File: src/rtl/alu_pkg.sv
// Shared encodings and widths for the ALU request arbiter slice.
package alu_pkg;

    localparam int DATA_W = 8;
    localparam int RES_W  = 16;
    localparam int OP_W   = 3;

    typedef enum logic [2:0] {
        OP_AND  = 3'b000,
        OP_OR   = 3'b001,
        OP_XOR  = 3'b010,
        OP_ADD  = 3'b011,
        OP_SUB  = 3'b100,
        OP_MUL  = 3'b101,
        OP_DIV  = 3'b110,
        OP_RSVD = 3'b111
    } alu_op_e;

    typedef enum logic [1:0] {
        ST_IDLE   = 2'd0,
        ST_LAUNCH = 2'd1,
        ST_WAIT   = 2'd2,
        ST_RESP   = 2'd3
    } arb_state_e;

    function automatic logic is_reserved(input logic [OP_W-1:0] op);
        return (op == OP_RSVD);
    endfunction

endpackage

File: src/rtl/rr_arbiter.sv
// Combinational round-robin pick: first requester at or after ptr, wrapping at N.
module rr_arbiter #(
    parameter int N     = 4,
    parameter int IDX_W = 2
) (
    input  logic [N-1:0]     req,
    input  logic [IDX_W-1:0] ptr,
    output logic [N-1:0]     grant,
    output logic [IDX_W-1:0] grant_idx,
    output logic             grant_valid
);

    localparam logic [IDX_W:0] N_W = (IDX_W+1)'(N);

    logic [IDX_W:0]   sum_s;
    logic [IDX_W-1:0] cand_s;
    logic             hit_s;

    // Cyclic scan from ptr; the first hit locks out all later candidates.
    always_comb begin
        grant       = '0;
        grant_idx   = '0;
        grant_valid = 1'b0;
        sum_s       = '0;
        cand_s      = '0;
        hit_s       = 1'b0;
        for (int k = 0; k < N; k++) begin
            sum_s       = {1'b0, ptr} + (IDX_W+1)'(k);
            cand_s      = (sum_s >= N_W) ? IDX_W'(sum_s - N_W) : sum_s[IDX_W-1:0];
            hit_s       = req[cand_s] & ~grant_valid;
            grant       = grant | ({{(N-1){1'b0}}, hit_s} << cand_s);
            grant_idx   = hit_s ? cand_s : grant_idx;
            grant_valid = grant_valid | hit_s;
        end
    end

endmodule

File: src/rtl/alu_request_arbiter.sv
// Shares one ALU between N requesters with round-robin grant and one outstanding op.
// Optional WAIT timeout/abort is compiled in with `define ALU_TIMEOUT_EN.
module alu_request_arbiter
    import alu_pkg::*;
#(
    parameter int N       = 4,
    parameter int TIMEOUT = 64
) (
    input  logic                  clk,
    input  logic                  reset,
    input  logic [N-1:0]          req_valid,
    input  logic [OP_W*N-1:0]     req_op,
    input  logic [DATA_W*N-1:0]   req_a,
    input  logic [DATA_W*N-1:0]   req_b,
    output logic [N-1:0]          req_ready,
    output logic [N-1:0]          rsp_valid,
    output logic [RES_W-1:0]      rsp_result,
    output logic                  rsp_err,
    output logic                  busy,
    output logic                  alu_begin,
    output logic [OP_W-1:0]       alu_op,
    output logic [DATA_W-1:0]     alu_a,
    output logic [DATA_W-1:0]     alu_b,
    input  logic                  alu_end,
    input  logic [RES_W-1:0]      alu_result,
    output logic                  alu_abort
);

    localparam int IDX_W = $clog2(N);

    arb_state_e        state_r, next_state_s;
    logic [IDX_W-1:0]  rr_ptr_r, owner_r, owner_next_s;
    logic [N-1:0]      grant_s;
    logic [IDX_W-1:0]  grant_idx_s;
    logic              grant_valid_s;
    logic [OP_W-1:0]   sel_op_s;
    logic [DATA_W-1:0] sel_a_s, sel_b_s;
    logic              load_s, err_s, abort_s;
    logic [RES_W-1:0]  result_s;

    logic [OP_W-1:0]   alu_op_r;
    logic [DATA_W-1:0] alu_a_r, alu_b_r;
    logic [RES_W-1:0]  rsp_result_r;
    logic [N-1:0]      rsp_valid_r;
    logic              rsp_err_r, busy_r, alu_begin_r;

    rr_arbiter #(.N(N), .IDX_W(IDX_W)) u_rr (
        .req         (req_valid),
        .ptr         (rr_ptr_r),
        .grant       (grant_s),
        .grant_idx   (grant_idx_s),
        .grant_valid (grant_valid_s)
    );

    // AND-OR mux of the winner's op and operands.
    always_comb begin
        sel_op_s = '0;
        sel_a_s  = '0;
        sel_b_s  = '0;
        for (int i = 0; i < N; i++) begin
            sel_op_s = sel_op_s | (req_op[OP_W*i +: OP_W] & {OP_W{grant_s[i]}});
            sel_a_s  = sel_a_s  | (req_a[DATA_W*i +: DATA_W] & {DATA_W{grant_s[i]}});
            sel_b_s  = sel_b_s  | (req_b[DATA_W*i +: DATA_W] & {DATA_W{grant_s[i]}});
        end
    end

`ifdef ALU_TIMEOUT_EN
    localparam int CNT_W = (TIMEOUT > 2) ? $clog2(TIMEOUT) : 1;
    localparam logic [CNT_W-1:0] CNT_MAX = CNT_W'(TIMEOUT - 1);
    logic [CNT_W-1:0] wait_cnt_r;

    // Counts WAIT cycles from 0; cleared in every other state.
    always_ff @(posedge clk) begin
        if (reset) begin
            wait_cnt_r <= '0;
        end else if (state_r == ST_WAIT) begin
            wait_cnt_r <= wait_cnt_r + CNT_W'(1);
        end else begin
            wait_cnt_r <= '0;
        end
    end
`else
    logic [31:0] timeout_unused_s;
    assign timeout_unused_s = 32'(TIMEOUT);
`endif

    // Next-state and per-transition response data.
    always_comb begin
        next_state_s = state_r;
        load_s       = 1'b0;
        err_s        = 1'b0;
        abort_s      = 1'b0;
        result_s     = 16'h0000;
        case (state_r)
            ST_IDLE: begin
                if (grant_valid_s) begin
                    load_s       = 1'b1;
                    err_s        = is_reserved(sel_op_s);
                    next_state_s = is_reserved(sel_op_s) ? ST_RESP : ST_LAUNCH;
                end else begin
                    next_state_s = ST_IDLE;
                end
            end
            ST_LAUNCH: next_state_s = ST_WAIT;
            ST_WAIT: begin
                // alu_end has priority over an expiring timeout in the same cycle
                if (alu_end) begin
                    next_state_s = ST_RESP;
                    result_s     = alu_result;
                end
`ifdef ALU_TIMEOUT_EN
                else if (wait_cnt_r == CNT_MAX) begin
                    next_state_s = ST_RESP;
                    err_s        = 1'b1;
                    abort_s      = 1'b1;
                end
`endif
                else begin
                    next_state_s = ST_WAIT;
                end
            end
            ST_RESP: next_state_s = ST_IDLE;
            default: next_state_s = ST_IDLE;
        endcase
        owner_next_s = load_s ? grant_idx_s : owner_r;
    end

    // State, latched transaction and registered response outputs.
    always_ff @(posedge clk) begin
        if (reset) begin
            state_r      <= ST_IDLE;
            rr_ptr_r     <= '0;
            owner_r      <= '0;
            alu_op_r     <= 3'b000;
            alu_a_r      <= 8'h00;
            alu_b_r      <= 8'h00;
            rsp_result_r <= 16'h0000;
            rsp_valid_r  <= '0;
            rsp_err_r    <= 1'b0;
            busy_r       <= 1'b0;
            alu_begin_r  <= 1'b0;
        end else begin
            state_r     <= next_state_s;
            busy_r      <= (next_state_s != ST_IDLE);
            alu_begin_r <= (next_state_s == ST_LAUNCH);
            rsp_valid_r <= (next_state_s == ST_RESP) ?
                           ({{(N-1){1'b0}}, 1'b1} << owner_next_s) : '0;
            rsp_err_r   <= (next_state_s == ST_RESP) ? err_s : 1'b0;
            if (next_state_s == ST_RESP) begin
                rsp_result_r <= result_s;
            end else begin
                rsp_result_r <= rsp_result_r;
            end
            if (load_s) begin
                owner_r  <= grant_idx_s;
                alu_op_r <= sel_op_s;
                alu_a_r  <= sel_a_s;
                alu_b_r  <= sel_b_s;
            end else begin
                owner_r  <= owner_r;
                alu_op_r <= alu_op_r;
                alu_a_r  <= alu_a_r;
                alu_b_r  <= alu_b_r;
            end
            if (state_r == ST_RESP) begin
                rr_ptr_r <= (owner_r == IDX_W'(N - 1)) ? '0 : owner_r + IDX_W'(1);
            end else begin
                rr_ptr_r <= rr_ptr_r;
            end
        end
    end

    // Accept pulse and abort are same-cycle decisions; both are held low in reset.
    always_comb begin
        if (!reset && (state_r == ST_IDLE)) begin
            req_ready = grant_s;
        end else begin
            req_ready = '0;
        end
        alu_abort = abort_s & ~reset;
    end

    assign rsp_valid  = rsp_valid_r;
    assign rsp_result = rsp_result_r;
    assign rsp_err    = rsp_err_r;
    assign busy       = busy_r;
    assign alu_begin  = alu_begin_r;
    assign alu_op     = alu_op_r;
    assign alu_a      = alu_a_r;
    assign alu_b      = alu_b_r;

endmodule
File: config.mk
export PLATFORM = sky130hd
export DESIGN_NAME = alu_request_arbiter
export DESIGN_NICKNAME = d
export VERILOG_FILES = /design/src/rtl/alu_pkg.sv /design/src/rtl/rr_arbiter.sv /design/src/rtl/alu_request_arbiter.sv
export SDC_FILE = /design/constraint.sdc
export NUM_CORES = 1
export LEC_CHECK = 0
export CORE_MARGIN = 2
export CORE_UTILIZATION = 33
export DETAILED_ROUTE_END_ITERATION = 10
export PLACE_DENSITY = 0.86
export SETUP_SLACK_MARGIN = 0.15
export SLEW_MARGIN = 40
export SYNTH_ARGS = -nofsm -noshare
export SYNTH_HDL_FRONTEND = slang
export SYNTH_SLANG_ARGS = --single-unit
export TNS_END_PERCENT = 20
File: constraint.sdc
create_clock -name clk -period 2.2 [get_ports clk]
set_input_delay 0.33 -clock clk [delete_from_list [all_inputs] [get_ports clk]]
set_output_delay 0.33 -clock clk [all_outputs]
set_load 0.1 [all_outputs]
==> results of run 1 <==
cells by family after synthesis:
family / after synthesis
adder cells (fa/ha/maj): 5
multiplexers: 2
flip-flops: 48
AO/OA/AOI/OAI: 96
other: 1
AND/OR/NAND/NOR: 75
buffers and inverters: 30
repair_timing:
item                       CTS  global route
gates cloned                 1             0
resized for setup           32            10
setup buffers                7             0
pin swaps                   28            14
setup endpoints to repair   33            27
layer usage:
layer,track usage,vias up,part of all wire
li1,-,1314,-
met3,0.0434,14,0.062
met2,0.408,110,0.52
met1,0.236,1319,0.40
met5,0,-,0
met4,0.0579,0,0.014
worst paths after layout:
kind / from / to
worst min register to register: rsp_result[12]$_SDFFE_PP0N_ / rsp_result[12]$_SDFFE_PP0N_
worst max register to register: rr_ptr_r[1]$_SDFFE_PP0N_ / rsp_result[15]$_SDFFE_PP0N_
worst max-delay path: rr_ptr_r[1]$_SDFFE_PP0N_ / rsp_result[15]$_SDFFE_PP0N_
worst min-delay path: rsp_result[12]$_SDFFE_PP0N_ / rsp_result[12]$_SDFFE_PP0N_
cell usage after synthesis, types with 2 or more instances:
library cell / n
sky130_fd_sc_hd__dfxtp_1: 48
sky130_fd_sc_hd__nor2_1: 31
sky130_fd_sc_hd__o21ai_0: 20
sky130_fd_sc_hd__a22o_1: 17
sky130_fd_sc_hd__a221o_1: 16
sky130_fd_sc_hd__a221oi_1: 16
sky130_fd_sc_hd__nand2_1: 13
sky130_fd_sc_hd__clkbuf_1: 11
sky130_fd_sc_hd__nor3_1: 8
sky130_fd_sc_hd__inv_1: 7
sky130_fd_sc_hd__nor2b_1: 7
sky130_fd_sc_hd__and3_1: 6
sky130_fd_sc_hd__a21oi_1: 5
sky130_fd_sc_hd__buf_4: 5
sky130_fd_sc_hd__ha_1: 5
sky130_fd_sc_hd__a31oi_1: 4
sky130_fd_sc_hd__and2_1: 4
sky130_fd_sc_hd__buf_2: 3
sky130_fd_sc_hd__buf_6: 2
sky130_fd_sc_hd__mux2i_1: 2
sky130_fd_sc_hd__nand2b_1: 2
sky130_fd_sc_hd__nor3b_1: 2
sky130_fd_sc_hd__o21ai_1: 2
sky130_fd_sc_hd__o22ai_1: 2
report_power, final:
| group | total (W) | internal, W | switching, W | leakage, nW |
|---|---|---|---|---|
| clock network | 0.000760 | 0.000457 | 0.000303 | 0.0687 |
| registers | 0.000974 | 0.000938 | 0.0000354 | 0.394 |
| logic | 0.00131 | 0.000479 | 0.000827 | 1.40 |
| total | 0.00304 | 0.00188 | 0.00117 | 1.86 |
cell usage in the layout (no fill, tap or decap), drive strengths merged, types with 2 or more instances in the layout:
cell type,Yosys,final
clkdlybuf4s50,0,94
buf,11,89
dfxtp,48,48
nor2,31,31
o21ai,23,23
a22o,18,18
a221o,16,16
a221oi,16,16
nand2,13,13
inv,8,9
nor3,8,8
nor2b,7,7
and3,6,6
clkbuf,11,6
ha,5,5
a21oi,5,5
and2,4,4
a31oi,4,4
dlygate4sd2,0,3
nand2b,3,3
o22ai,2,2
a311oi,2,2
nor3b,2,2
mux2i,2,2
bufinv,0,2
registers in the layout (all words and copies together) (netlist names):
| name | flops |
|---|---|
| alu_b | 8 |
| alu_begin | 1 |
| owner_r | 2 |
| alu_op | 3 |
| alu_a | 8 |
| rr_ptr_r | 2 |
| rsp_valid | 4 |
| rsp_err | 1 |
| state_r | 2 |
| rsp_result | 16 |
| busy | 1 |
per-stage QoR:
stage / TNS, ps / utilization / hold slack [ps] / cells
2_1_floorplan: -541 / - / 455 / 257
3_3_place_gp: -12240 / 0.594 / 467 / 511
3_5_place_dp: -14680 / 0.594 / 466 / 511
4_1_cts: -1440 / 0.642 / 494 / 527
5_1_grt: -3420 / 0.648 / 503 / 527
6_report: -1940 / 0.648 / 493 / 527
final cells by class:
cell class | instances | area, sq um
fill | 546 | 2410
timing repair buffer | 188 | 1810
multi-input combinational | 179 | 1370
sequential | 48 | 965
tap | 96 | 120
clock buffer | 5 | 68.8
clock inverter | 3 | 68.8
inverter | 8 | 30.0
critical path: stages (launching register included):
cell	delay [ps]
sky130_fd_sc_hd__dfxtp_4	390
sky130_fd_sc_hd__a21oi_2	50
sky130_fd_sc_hd__o211a_1	280
sky130_fd_sc_hd__a22o_1	290
sky130_fd_sc_hd__nor3_2	270
sky130_fd_sc_hd__a211oi_2	50
sky130_fd_sc_hd__buf_4	140
sky130_fd_sc_hd__buf_6	110
sky130_fd_sc_hd__a32o_2	300
sky130_fd_sc_hd__clkbuf_16	170
sky130_fd_sc_hd__a22o_1	180
==> impl_summary.md, run 1 <==
Synthesis
The mux share of post-synthesis cell area is 0.00859. Counting distinct cell types in the post-synthesis netlist gives 43. The leading area contributor after synthesis is sky130_fd_sc_hd__dfxtp_1. The most instantiated flip-flop cell in the synthesis netlist is sky130_fd_sc_hd__dfxtp_1. By area, the combinational part of the netlist is dominated by compound AO/OA/AOI/OAI gates. The complex-gate fraction of the synthesized area is 0.333. In this run the cell area of the synthesized design comes to 0.00233 sq mm. The share of synthesized area in the top cell type comes to 0.412.

The mean instance size in the synthesized netlist is 9.07 sq um. Counting flops and latches in the post-synthesis netlist gives 48. The post-synthesis net count is 361. Yosys mapped a number of flops with a built-in enable equal to 0. The synthesized-area fraction occupied by adder cells is 0.0268. Of the total synthesized cell area, the portion taken by AND, OR, NAND and NOR gates is 0.154. Of all flip-flops after synthesis, the portion carrying an async set or reset was 0. Synthesis handed over a netlist of 257 instances.

The xor and xnor area share after synthesis is 0. The warning count from the yosys run is 0. The sequential element share of the synthesized area is 0.412. Sorting the synthesized cells by area gives the leading types as sky130_fd_sc_hd__dfxtp_1, sky130_fd_sc_hd__a221o_1, sky130_fd_sc_hd__a22o_1, sky130_fd_sc_hd__a221oi_1, sky130_fd_sc_hd__nor2_1.

Timing
The final-report setup violation count is 17. The worst-case clock skew is 7.29 ps. The worst pin sits at a relative slew slack of 0.628. The worst path setup slack after routing is -127 ps.

For the pin with the worst max-slew slack, the measured transition is 555 ps. The highest achievable clock rate is 0.430 GHz. The routed design could run at a clock period as short as 2330 ps. Setup repair after global routing could not meet its margin everywhere.

The final max-slew violation count is 0. The count of endpoints failing hold in the final timing report is 0. Dividing the final minimum period by the clock period gives 1.06.

Worst hold path
Counting instances, the worst hold path has a depth of 1. The path class of the tightest hold or removal check is reg -> reg.

CTS
The deepest level of the CTS H-tree is 2. In this run, post-CTS hold repair placed 0 buffers. In this run the deepest clock path goes through 2 buffers. The clock tree from TritonCTS is yes. The clock tree root buffer cell is sky130_fd_sc_hd__clkbuf_8. The insertion delay to the later sink of the worst-skew pair is 300 ps.

The number of clock sinks is 48. The CTS clock-pin slew for the worst setup and hold paths is 90 ps. The number of buffers added by the clock tree synthesis step is 5.

Setup path
The type of origin of the critical path is a flop. For the worst setup path, the data arrival time is 2530 ps. The cell depth of the worst flop-to-flop path is 10.

Along the worst path, the maximum fanout reaches 8. The register-to-register setup slack is -130 ps. For the worst setup path, the data required time is 2400 ps.

The critical path is of the reg -> reg type. The element type at the critical path end is a flop.

Floorplan
For this configuration, the core starts out at a cell density of 0.341. The floorplan step set the die height to 88.0 um. The core outline area is 0.00683 sq mm. The die is 88.0 um wide. The floorplan row count is 30. 146 I/O pins were placed. The floorplan step defined a die boundary enclosing 0.00775 sq mm.

Routing
Once detail routing completed, the nets flagged for antenna violations numbered 0. The wire length reported by the detailed router is 8880 um. In the routed design, unresolved DRC markers number 0. In this run, the number of DRC markers left after iteration 0 of detailed routing was 96. The number of iterations in the first detailed-routing pass is 4. After detailed routing, the number of vias per cell comes to 5.23.

Detailed routing inserted a total of 2757 vias. Dividing the detail-routed wire length by the instance count gives 16.9 um.

Run
The max-capacitance violation count is 0.

Power
Across the VDD grid, the largest voltage drop is 0.345 mV. Total power for the finished layout comes to 0.00304 W. The power density relative to cell area is 687 mW/mm^2. In this run the static leakage power is 1.86 nW.

Status
The checks that failed: setup timing. The run finished, with violations left.

Final layout
The number of antenna diodes is 0. The finished layout cell area is 0.00443 sq mm. In the final layout, the share of cells above drive strength 1 is 0.304. After the last flow step, the layout net total stands at 534. The area growth from synthesis to layout is 89.9%.

Placement
In this run the cell area measured after placement is 0.00406 sq mm. The count of buffers from port buffering is 144. The final estimated routing congestion in global placement is 0.833. The worst slack at placement is -565 ps. The total half-perimeter wirelength after legalization and detailed placement is 6420 um.

Global route
The number of antenna violations at the first check in global routing is 0. The first global-routing pass estimated 12900 um of wire. Entering global routing, the biggest net connects 21 pins. In the global route stage, overall resource usage came out at 0.213. The total overflow left after global routing is 0. The via count of the first global-routing pass is 2715.
(Power assumes the default switching activity.)
==> run 2, diff against run 1 <==
- PLACE_DENSITY: 0.86 -> 0.76
==> run 2 against run 1 <==
  * The flow now finishes without violations
  * Critical path type unchanged
  * Critical endpoint is now rsp_result[6]$_SDFFE_PP0N_
  * Worst setup slack gained 160 ps
  * Hold slack worse by 4.2 ps
  * Clock skew barely moved
==> impl_summary.md, run 2 (synthesis gave the netlist of run 1 again) <==
Status
The flow ran to the end, and the final reports show no timing, DRC or antenna violations.

Routing
The wire length reported by the detailed router is 8170 um (-8.0%). The count of routing violations after the opening detailed-route iteration came to 86 (-10%). The number of iterations in the first detailed-routing pass was 5 (+1). The number of vias after detailed routing is 2695 (-2.2%). The detail-routed net length per standard cell is 15.7 um (-6.6%). The number of routed nets with antenna violations is 0 (unchanged). The detailed-route vias per instance came to 5.19 (-0.74%). The number of design rule violations left after detail routing is 0 (unchanged).

Final layout
The fraction of layout instances using a drive strength above 1 is 0.270 (-0.0344). The synthesis-to-layout area growth is 82.0%. The commonest non-fill, non-tap cell in the layout is sky130_fd_sc_hd__clkdlybuf4s50_1. The flip-flop count of the largest register, all copies and words added is 16 (unchanged). In the layout the commonest cells are sky130_fd_sc_hd__clkdlybuf4s50_1, sky130_fd_sc_hd__buf_4, sky130_fd_sc_hd__dfxtp_1. The final net count was 526 (-1.5%).

The number of antenna diodes is 0 (unchanged).

Floorplan
The floorplan row count is 30 (unchanged). The number of top-level pins is 146 (unchanged). The core outline area came to 0.00683 sq mm (unchanged). The die width is 88.0 um (unchanged). The starting density of the core is 0.341 (unchanged). The area of the die was 0.00775 sq mm (unchanged). The height of the chip was 88.0 um (unchanged).

Setup path
The startpoint identified for the worst register-to-register timing path is rr_ptr_r[0]$_SDFFE_PP0N_. The element type at the critical path end is a flop. The launch point of the critical path is rr_ptr_r[0]$_SDFFE_PP0N_. By startpoint and endpoint, the worst setup path is classified as reg -> reg.

The required time of the critical path is 2450 ps (+50 ps). The critical path data arrival time came to 2420 ps (-110 ps). The type of origin of the critical path is a flop. The highest net fanout along the worst path is 16 (+8).

Worst hold path
The startpoint identified for the worst hold timing path is rsp_result[4]$_SDFFE_PP0N_. The tightest min-delay check is of the reg -> reg type.

CTS
The cell sitting at the root of the clock tree is a sky130_fd_sc_hd__clkbuf_8. The deepest level of the CTS H-tree was 2 (unchanged). TritonCTS built the clock tree. The insertion delay to the later sink of the worst-skew pair is 300 ps (about the same). The number of buffers added by the clock tree synthesis step is 5 (unchanged). The CTS clock-pin slew for the worst setup and hold paths is 100 ps (about the same). The maximum clock insertion buffer count is 2 (unchanged). The number of clock sinks is 48 (unchanged).

Placement
The final estimated routing congestion in global placement came to 0.932 (+12%). The total half-perimeter wirelength after legalization and detailed placement came to 6280 um (-2.3%). The worst slack at placement is -740 ps (-175 ps).

The count of buffers from port buffering is 144 (unchanged).

Power
The part of the power in the clock network is 0.257 (+0.007). The static leakage came to 1.79 nW (-3.6%). The logic gate share of total power came to 0.418 (-0.012). The power dissipated by switching net loads is 0.00115 W (-1.5%). The maximum VDD drop is 0.318 mV (-7.6%). The internal power component is 0.00185 W (-1.3%). The power density relative to cell area is 707 mW/mm^2 (+2.9%). The fraction of power spent switching nets is 0.383 (-0.000631). The portion of total power attributed to sequential cells is 0.324 (+0.004).

Timing
The post-route worst hold slack came to 489 ps (-4.15 ps). The post-layout minimum cycle time was 2170 ps (-157 ps). The final max-slew violation count came to 0 (unchanged). The highest achievable clock rate is 0.461 GHz (+7.2%). The final-report setup violation count is 0 (-17). The worst-case clock skew came to 6.93 ps (-0.355 ps). The worst path setup slack after routing is 29.6 ps (+157 ps). The count of endpoints failing hold in the final timing report is 0 (unchanged). The post-route fraction of the period consumed by the critical path is 0.987 (-0.0712). Setup repair after global routing could not meet its margin everywhere.

Global route
The number of antenna violations at the first check in global routing was 0 (unchanged). The wire length of the first global-routing pass is 12100 um (-5.8%). The pin count of the biggest net entering global routing is 22 (+4.8%). The via count of the first global-routing pass is 2617 (-3.6%).

The combined global-route utilization of all metal layers is 0.202 (-0.0108). The global-route congestion overflow total was 0 (unchanged).

Run
The max-capacitance violation count is 0 (unchanged).
[run 2: cell count changes in the layout (fill, tap and decap cells not counted), sizes merged]
cell	previous run	this run
buf	89	82
clkdlybuf4s15	1	0
[run 2: layer usage]
metal | vias to the layer above | track usage | share of wire
met2 | 121 | 0.380 | 0.49
met4 | 0 | 0.0606 | 0.011
li1 | 1293 | - | -
met1 | 1273 | 0.223 | 0.41
met3 | 8 | 0.0490 | 0.085
met5 | - | 0 | 0
[run 2: final timing paths]
| check | slack (ps) | cells past startpoint | endpoint |
|---|---|---|---|
| worst min register to register | 490 | 1 | rsp_result[4]$_SDFFE_PP0N_ |
| worst max register to register | 30 | 8 | rsp_result[6]$_SDFFE_PP0N_ |
| worst max-delay path | 30 | 8 | rsp_result[6]$_SDFFE_PP0N_ |
| worst min-delay path | 490 | 1 | rsp_result[4]$_SDFFE_PP0N_ |
[run 2: final cells by class]
cell class	count	area [sq um]
timing repair buffer	180	1680
inverter	8	30.0
multi-input combinational	179	1300
tap	96	120
fill	600	2590
clock inverter	3	68.8
clock buffer	5	68.8
sequential	48	968
[run 2: power groups by stage]
stage          registers [W]  clock network, W  logic, W
2_1_floorplan        0.00144                 0  0.000349
3_3_place_gp        0.000992                 0   0.00123
3_5_place_dp        0.000995                 0   0.00124
4_1_cts             0.000973          0.000786   0.00125
5_1_grt             0.000980          0.000819   0.00132
6_report            0.000973          0.000771   0.00125
[run 2: worst max-delay path: stages, from the launching register on]
cell and delay, ps:
sky130_fd_sc_hd__dfxtp_4 370, sky130_fd_sc_hd__nand2b_4 150, sky130_fd_sc_hd__a311oi_4 320, sky130_fd_sc_hd__nor2b_2 90, sky130_fd_sc_hd__a222oi_1 330, sky130_fd_sc_hd__o21ai_2 180
sky130_fd_sc_hd__a311oi_4 360, sky130_fd_sc_hd__buf_12 180, sky130_fd_sc_hd__a22o_1 140
[run 2: what timing repair did]
item                       4_1_cts  5_1_grt
pin swaps                        9       13
buffers inserted                 2        1
setup endpoints to repair       28       26
resized for setup               14        9
hold buffers                     0        0
[run 2: per-stage QoR]
stage | power (W) | instances | instance area, sq um | utilization | TNS (ps)
3_3_place_gp | 0.00222 | 508 | 4010 | 0.587 | -14560
2_1_floorplan | 0.00179 | 257 | 2360 | - | -541
3_5_place_dp | 0.00224 | 508 | 4010 | 0.587 | -17170
4_1_cts | 0.00301 | 518 | 4210 | 0.616 | -544
5_1_grt | 0.00312 | 519 | 4240 | 0.621 | -592
6_report | 0.00300 | 519 | 4240 | 0.621 | 0
